==> config.mk <==
export PLATFORM = sky130hd
export DESIGN_NAME = maj_vote_pipe
export DESIGN_NICKNAME = d
export VERILOG_FILES = /design/src/rtl/maj_pkg.sv /design/src/rtl/maj_vote_pipe_popcnt_grp.sv /design/src/rtl/maj_vote_pipe.sv
export SDC_FILE = /design/constraint.sdc
export NUM_CORES = 1
export LEC_CHECK = 0
export CORE_MARGIN = 2
export CORE_UTILIZATION = 44
export CTS_BUF_LIST = sky130_fd_sc_hd__clkbuf_4
export DETAILED_ROUTE_END_ITERATION = 8
export GPL_ROUTABILITY_DRIVEN = 0
export PLACE_DENSITY = 0.79
export SLEW_MARGIN = 5
export SYNTH_ARGS = -nofsm -noshare
export SYNTH_HDL_FRONTEND = slang
export SYNTH_HIERARCHICAL = 1
export SYNTH_SLANG_ARGS = --single-unit
==> constraint.sdc <==
create_clock -name clk -period 2.16 [get_ports clk]
set_input_delay 0.324 -clock clk [delete_from_list [all_inputs] [get_ports clk]]
set_output_delay 0.324 -clock clk [all_outputs]
set_load 0.01 [all_outputs]
==> src/rtl/maj_pkg.sv <==
// maj_pkg: shared constants and helpers for the threshold voter family.
//   maj_cw(n)  : width needed to hold a count of 0..n, i.e. $clog2(n+1)
//   MAJ_N_DEF  : default number of voters (the classic 9-input cell)
//   MAJ_G_DEF  : default first-stage group width
package maj_pkg;

    localparam int MAJ_N_DEF = 9;
    localparam int MAJ_G_DEF = 3;

    function automatic int maj_cw(input int n);
        return $clog2(n + 1);
    endfunction

endpackage : maj_pkg

==> src/rtl/maj_vote_pipe_popcnt_grp.sv <==
// popcnt_grp: purely combinational population count of a G-bit slice.
//   G      : slice width (>= 1)
//   bits   : input slice
//   count  : number of ones in bits, width maj_cw(G)
module popcnt_grp
    import maj_pkg::*;
#(
    parameter int G = MAJ_G_DEF,
    localparam int GW = maj_cw(G)
) (
    input  logic [G-1:0]  bits,
    output logic [GW-1:0] count
);

    always_comb begin
        count = '0;
        for (int i = 0; i < G; i++) begin
            count = count + GW'(bits[i]);
        end
    end

endmodule : popcnt_grp

==> src/rtl/maj_vote_pipe.sv <==
// maj_vote_pipe: two-stage pipelined threshold voter with valid/ready stream.
//   Stage 1 registers per-group popcounts and the threshold; stage 2
//   registers the summed count, the decision count >= thr and a tie flag.
// Ports:
//   clk, rst_n          : clock (rising edge), asynchronous active-low reset
//   in_valid/in_ready   : input handshake; in_ready depends only on state
//                         and out_ready
//   in_votes [N-1:0]    : vote vector, bit i = voter i
//   in_thr   [CW-1:0]   : threshold for this transaction
//   out_valid/out_ready : output handshake
//   out_count [CW-1:0]  : popcount of the accepted vector
//   out_x               : out_count >= thr (unsigned, full width)
//   out_tie             : N even and 2*out_count == N
module maj_vote_pipe
    import maj_pkg::*;
#(
    parameter int N = MAJ_N_DEF,
    parameter int G = MAJ_G_DEF,
    localparam int CW = maj_cw(N)
) (
    input  logic          clk,
    input  logic          rst_n,
    input  logic          in_valid,
    output logic          in_ready,
    input  logic [N-1:0]  in_votes,
    input  logic [CW-1:0] in_thr,
    output logic          out_valid,
    input  logic          out_ready,
    output logic [CW-1:0] out_count,
    output logic          out_x,
    output logic          out_tie
);

    localparam int NG  = (N + G - 1) / G;
    localparam int GW  = maj_cw(G);
    localparam int CW1 = CW + 1;

    // Single global enable: the whole pipe moves only when the output
    // register is empty or being drained this cycle.
    logic adv;

    logic [GW-1:0] grp_cnt [NG];

    logic          s1_valid_reg;
    logic [GW-1:0] s1_cnt_reg [NG];
    logic [CW-1:0] s1_thr_reg;

    logic          out_valid_reg;
    logic [CW-1:0] out_count_reg;
    logic          out_x_reg;
    logic          out_tie_reg;

    logic [CW-1:0] sum_next;
    logic [CW:0]   dbl_next;
    logic          x_next;
    logic          tie_next;

    assign adv      = !out_valid_reg || out_ready;
    assign in_ready = adv;

    // Stage 1 grouping; bits past N in the last group are tied to 0 so a
    // short remainder group counts correctly.
    genvar gi;
    generate
        for (gi = 0; gi < NG; gi++) begin : g_grp
            logic [G-1:0] slice;
            for (genvar gj = 0; gj < G; gj++) begin : g_bit
                if (gi * G + gj < N) begin : g_live
                    assign slice[gj] = in_votes[gi*G+gj];
                end else begin : g_pad
                    assign slice[gj] = 1'b0;
                end
            end
            popcnt_grp #(.G(G)) u_popcnt (
                .bits  (slice),
                .count (grp_cnt[gi])
            );
        end
    endgenerate

    // Stage 2 combinational: sum never overflows CW because N <= 2^CW - 1.
    always_comb begin
        sum_next = '0;
        for (int i = 0; i < NG; i++) begin
            sum_next = sum_next + CW'(s1_cnt_reg[i]);
        end
        dbl_next = {sum_next, 1'b0};
        x_next   = (sum_next >= s1_thr_reg);
        tie_next = ((N % 2) == 0) && (dbl_next == CW1'(N));
    end

    always_ff @(posedge clk or negedge rst_n) begin
        if (!rst_n) begin
            s1_valid_reg  <= 1'b0;
            s1_thr_reg    <= '0;
            for (int i = 0; i < NG; i++) begin
                s1_cnt_reg[i] <= '0;
            end
            out_valid_reg <= 1'b0;
            out_count_reg <= '0;
            out_x_reg     <= 1'b0;
            out_tie_reg   <= 1'b0;
        end else if (adv) begin
            s1_valid_reg <= in_valid;
            if (in_valid) begin
                s1_thr_reg <= in_thr;
                for (int i = 0; i < NG; i++) begin
                    s1_cnt_reg[i] <= grp_cnt[i];
                end
            end
            out_valid_reg <= s1_valid_reg;
            // Payload only changes when a real transaction moves in, so a
            // bubble leaves the last result visible but marked invalid.
            if (s1_valid_reg) begin
                out_count_reg <= sum_next;
                out_x_reg     <= x_next;
                out_tie_reg   <= tie_next;
            end
        end
    end

    assign out_valid = out_valid_reg;
    assign out_count = out_count_reg;
    assign out_x     = out_x_reg;
    assign out_tie   = out_tie_reg;

endmodule : maj_vote_pipe

# Word level (Yosys, flattened, before mapping)
# Index checks and enable logic that the tools add are counted.
op_classes:
  div_mod_pow: 0
  add_sub_neg: 8
  n_bitwise: 0
  n_lt_le_gt_ge: 1
  mux: 0
  shifts: 0
  n_reduce_logical: 4
  mul: 0
  eq_ne: 0
ops:
  columns: ["op", "n"]
  rows:
  - ["$add 1x1->2", 3]
  - ["$add 2x1->2", 3]
  - ["$add 3x2->4", 1]
  - ["$ge 4x4->1", 1]
  - ["$reduce_and 2->1", 2]
  - ["$add 2x2->3", 1]
  - ["$logic_not 1->1", 1]
  - ["$logic_or 1x1->1", 1]
word_totals:
  latchBits: 0
  memories: 0
  romBits: 0
  register_bits: 17
  in_bits: 17
  wordCells: 21
  mem_bits_rw: 0
  out_inout_bits: 8

# Longest topological paths before layout
logic_depth:
  ltp_word: 3
  depth_mapped: 9
  depth_no_buf: 9

# Cells and area by module
# Netlist, hierarchy kept.
modules_own_cells:
  columns: ["module", "cells_per_inst", "instances", "seq_area_each_um2", "area_per_inst_um2"]
  rows:
  - ["maj_vote_pipe", 66, 1, 425.4, 879.6]
  - ["popcnt_grp", 1, 3, 0.0, 20.0]

# Worst setup path before layout
# Ideal clock, no wire load.
synth_timing:
  path_type: "register to register"
  start: "register s1_cnt_reg[1] (netlist name)"
  end: "register out_x_reg (netlist: out_x)"
  t_arrival_ns: 2.049
  path_buffers: 0
  stages_incl_launch_ff: 10
  t_required_ns: 2.035
  setup_time_ns: 0.125
  synth_period_minus_slack_ns: 2.174
  setup_slack_ns: -0.014
  cell_sequence: "dfrtp_1 -> inv_1 -> fa_1 -> inv_1 -> ha_1 -> ha_1 -> ha_1 -> o211ai_1 -> o21ai_0 -> mux2_2"
synth_via:
  elab_chain_cells: 2
synth_rtl:
  columns: ["item", "line_no", "source"]
  rows:
  - ["start, declared", "maj_vote_pipe.sv:45", "logic [GW-1:0] s1_cnt_reg [NG];"]
  - ["start signal, assigned by index", "maj_vote_pipe.sv:108", "s1_cnt_reg[i] <= grp_cnt[i];"]
  - ["$add 3x2->4", "maj_vote_pipe.sv:85", "sum_next = sum_next + CW'(s1_cnt_reg[i]);"]
  - ["via sum_next[2]", "maj_vote_pipe.sv:53", "logic [CW-1:0] sum_next;"]
  - ["$ge 4x4->1", "maj_vote_pipe.sv:88", "x_next = (sum_next >= s1_thr_reg);"]
  - ["end signal, assigned", "maj_vote_pipe.sv:116", "out_x_reg <= x_next;"]
  - ["end, declared", "maj_vote_pipe.sv:50", "logic out_x_reg;"]
# The timed path passes the listed nets, and every way through them passes these cells.
# A chain may end at the register's enable or synchronous reset.

# Worst setup path in the final report
layout_timing:
  start: "register s1_cnt_reg[5] (netlist name)"
  end: "register out_x_reg (netlist: out_x)"
layout_via:
  elab_chain_cells: 3
layout_rtl:
  columns: ["item", "line_no"]
  rows:
  - ["$add 2x2->3", "maj_vote_pipe.sv:85"]
  - ["$add 3x2->4", "maj_vote_pipe.sv:85"]
  - ["via sum_next[2]", "maj_vote_pipe.sv:53"]
  - ["$ge 4x4->1", "maj_vote_pipe.sv:88"]
# The timed path passes the listed nets, and every way through them passes these cells.

==> flow_summary.json <==
{
  "outcome": "finished, final reports clean",
  "ys_seq_area_share_pct": 45.3,
  "worstPathRequired_ps": 2360,
  "critPathMaxFanout": 2,
  "die_h_um": 50.2,
  "dp_hpwl_um": 1160,
  "ant_nets": 0,
  "initial_utilization_pct": 47.4,
  "r2r_start": "s1_cnt_reg[5]",
  "first_pass_iters": 4,
  "areaGrowthSynthToFinish_pct": 39.1,
  "nNetsFinal": 127,
  "pin_count": 25,
  "grt_max_degree": 18,
  "cts_max_level": 1,
  "cts_tree": "built",
  "synth_area_leader_cell": "dfrtp_1",
  "drc": 0,
  "drt-total-wl_um": 1490,
  "period_share_pct": 98.9,
  "avgSynthCellArea_um2": 13.6,
  "antenna_cells": 0,
  "fin_util_pct": 66.0,
  "clk_pin_slew_ps": 110,
  "synth.distinct_cells": 17,
  "cp-end-kind": "flop",
  "power_mw": 1.30,
  "crit_end": "out_x",
  "netlist_instances": 69,
  "globalRouteOverflowTotal": 0,
  "power_density_mw_per_mm2": 991,
  "yosys.area.top_type_share_pct": 45.3,
  "vias_per_cell": 4.71,
  "clk_latency_ps": 300,
  "layout_min_cycle_time_ps": 2140,
  "crit_type": "reg2reg",
  "wl_per_cell_um": 11.9,
  "cp-start-kind": "flop",
  "synthTopCellsByArea": "dfrtp_1, mux2_4, fa_1, ha_1, mux2_2",
  "maxCapViolations": 0,
  "synth_fp_nets": 97,
  "finalHoldViolCount": 0,
  "layout-drive-gt1-share_pct": 33.7,
  "drtIter0Drc": 2,
  "reg2reg_depth": 9,
  "finalSetupViolCount": 0,
  "synth-seq-cells": 17,
  "holdCritPathClass": "in2async",
  "largest_reg_flops": 6,
  "r2r-end": "out_x",
  "track_usage_pct": 13.0,
  "final.setup_skew_ps": 14.5,
  "portBuffers": 23,
  "cts_inserted_buffers": 3,
  "regToRegSetupSlack_ps": 20,
  "arrival_ps": 2340,
  "grt_pass1_wl_um": 2420,
  "dr_total_vias": 589,
  "cts_root_buf": "clkbuf_4",
  "antenna_found_initial": 0,
  "cts_buffer_depth": 2,
  "max-slew-margin-rel_pct": 51.5,
  "rsz0062_at_grt": "yes",
  "max-vdd-ir-drop_uv": 738,
  "core_mm2": 0.00198,
  "die_w_um": 50.2,
  "yosysWarnings": 6,
  "die_area_mm2": 0.00252,
  "fmax_mhz": 468,
  "slew_viol_final": 0,
  "grt_pass1_vias": 586,
  "p_leak_nw": 0.623,
  "worst_pin_slew_ps": 725,
  "netlist_area_um2": 940,
  "crit_start": "s1_cnt_reg[5]",
  "fp-row-count": 16,
  "ctsHoldBuffers": 0,
  "clkSinkCount": 17
}
[cell type report]
cell class,count,area [um2]
well taps,27,33.8
inverters,14,52.6
repair buffers,27,260
clock buffers,3,22.5
flip-flops and latches,17,425
fillers,144,674
clock inverters,1,7.51
multi-input cells,36,505
[stage by stage]
stage	worst slack [ps]	TNS [ps]	hold WS (ps)	instance area (um2)	std cells
final	22.9	0	441	1310	125
after CTS	9.38	0	472	1260	123
after global routing	-52.1	-52.1	494	1310	125
after detailed placement	-46.4	-46.4	485	1210	118
after floorplan	16.0	0	28.4	955	69
after global placement	-11.9	-11.9	452	1210	118
[worst min-delay path by stage]
stage	endpoint	slack [ps]
global route	out_count[2]	490
detailed placement	out_valid	490
floorplan	out_count[0]	30
finish	s1_cnt_reg[2]	440
CTS	out_x	470
global placement	out_valid	450
[cells in the final DEF, fill, tap and decap left out, drive strengths merged]
master         instances
a21oi                  1
nand2b                 1
o211ai                 1
mux2i                  1
buf                    4
fa                     5
inv                   14
nand2                  3
mux2                  14
nor3b                  1
clkinvlp               1
clkdlybuf4s50         23
o21ai                  2
dfrtp                 17
ha                     6
clkbuf                 3
conb                   1
[power by group]
part,switching [mW],internal [mW]
sequential,0.0498,0.408
combinational,0.255,0.406
clock,0.107,0.0706
total,0.412,0.884
[Yosys cell counts (all sizes together)]
master / n
ha: 6
nand2b: 1
inv: 14
dfrtp: 17
o21ai: 2
nor3b: 1
conb: 1
o211ai: 1
buf: 2
mux2i: 1
mux2: 14
a21oi: 1
fa: 5
nand2: 3
[layer usage]
metal	track usage (%)	up-vias	wire length, um
met5	0	-	0
met4	4.17	0	16
met3	5.95	5	112
met2	21.1	19	730
met1	15.3	290	631
li1	-	275	-
[logic make-up after synthesis]
logic type                 share of synthesized area (%)
DFF                                                 45.3
muxes                                               21.4
AOI/OAI and AO/OA                                   2.40
adders and majority gates                           18.6
buffers and inverters                               7.59
and+or+nand+nor                                     4.26
other                                              0.399
[worst max-delay path, cell delays in order (launching register included)]
cell,delay [ps]
dfrtp_1,380
inv_2,50
fa_1,540
inv_2,40
ha_4,150
ha_4,270
ha_4,180
o211ai_1,70
o21ai_1,90
mux2_4,260
[what timing repair did]
action,CTS,global route
resized for setup,2,7
pin swaps,3,5
endpoints found under the hold margin,0,0
setup buffers,1,2
gates cloned,0,0
setup endpoints to repair,1,1
Note: power is estimated with default switching activity, not from simulation.
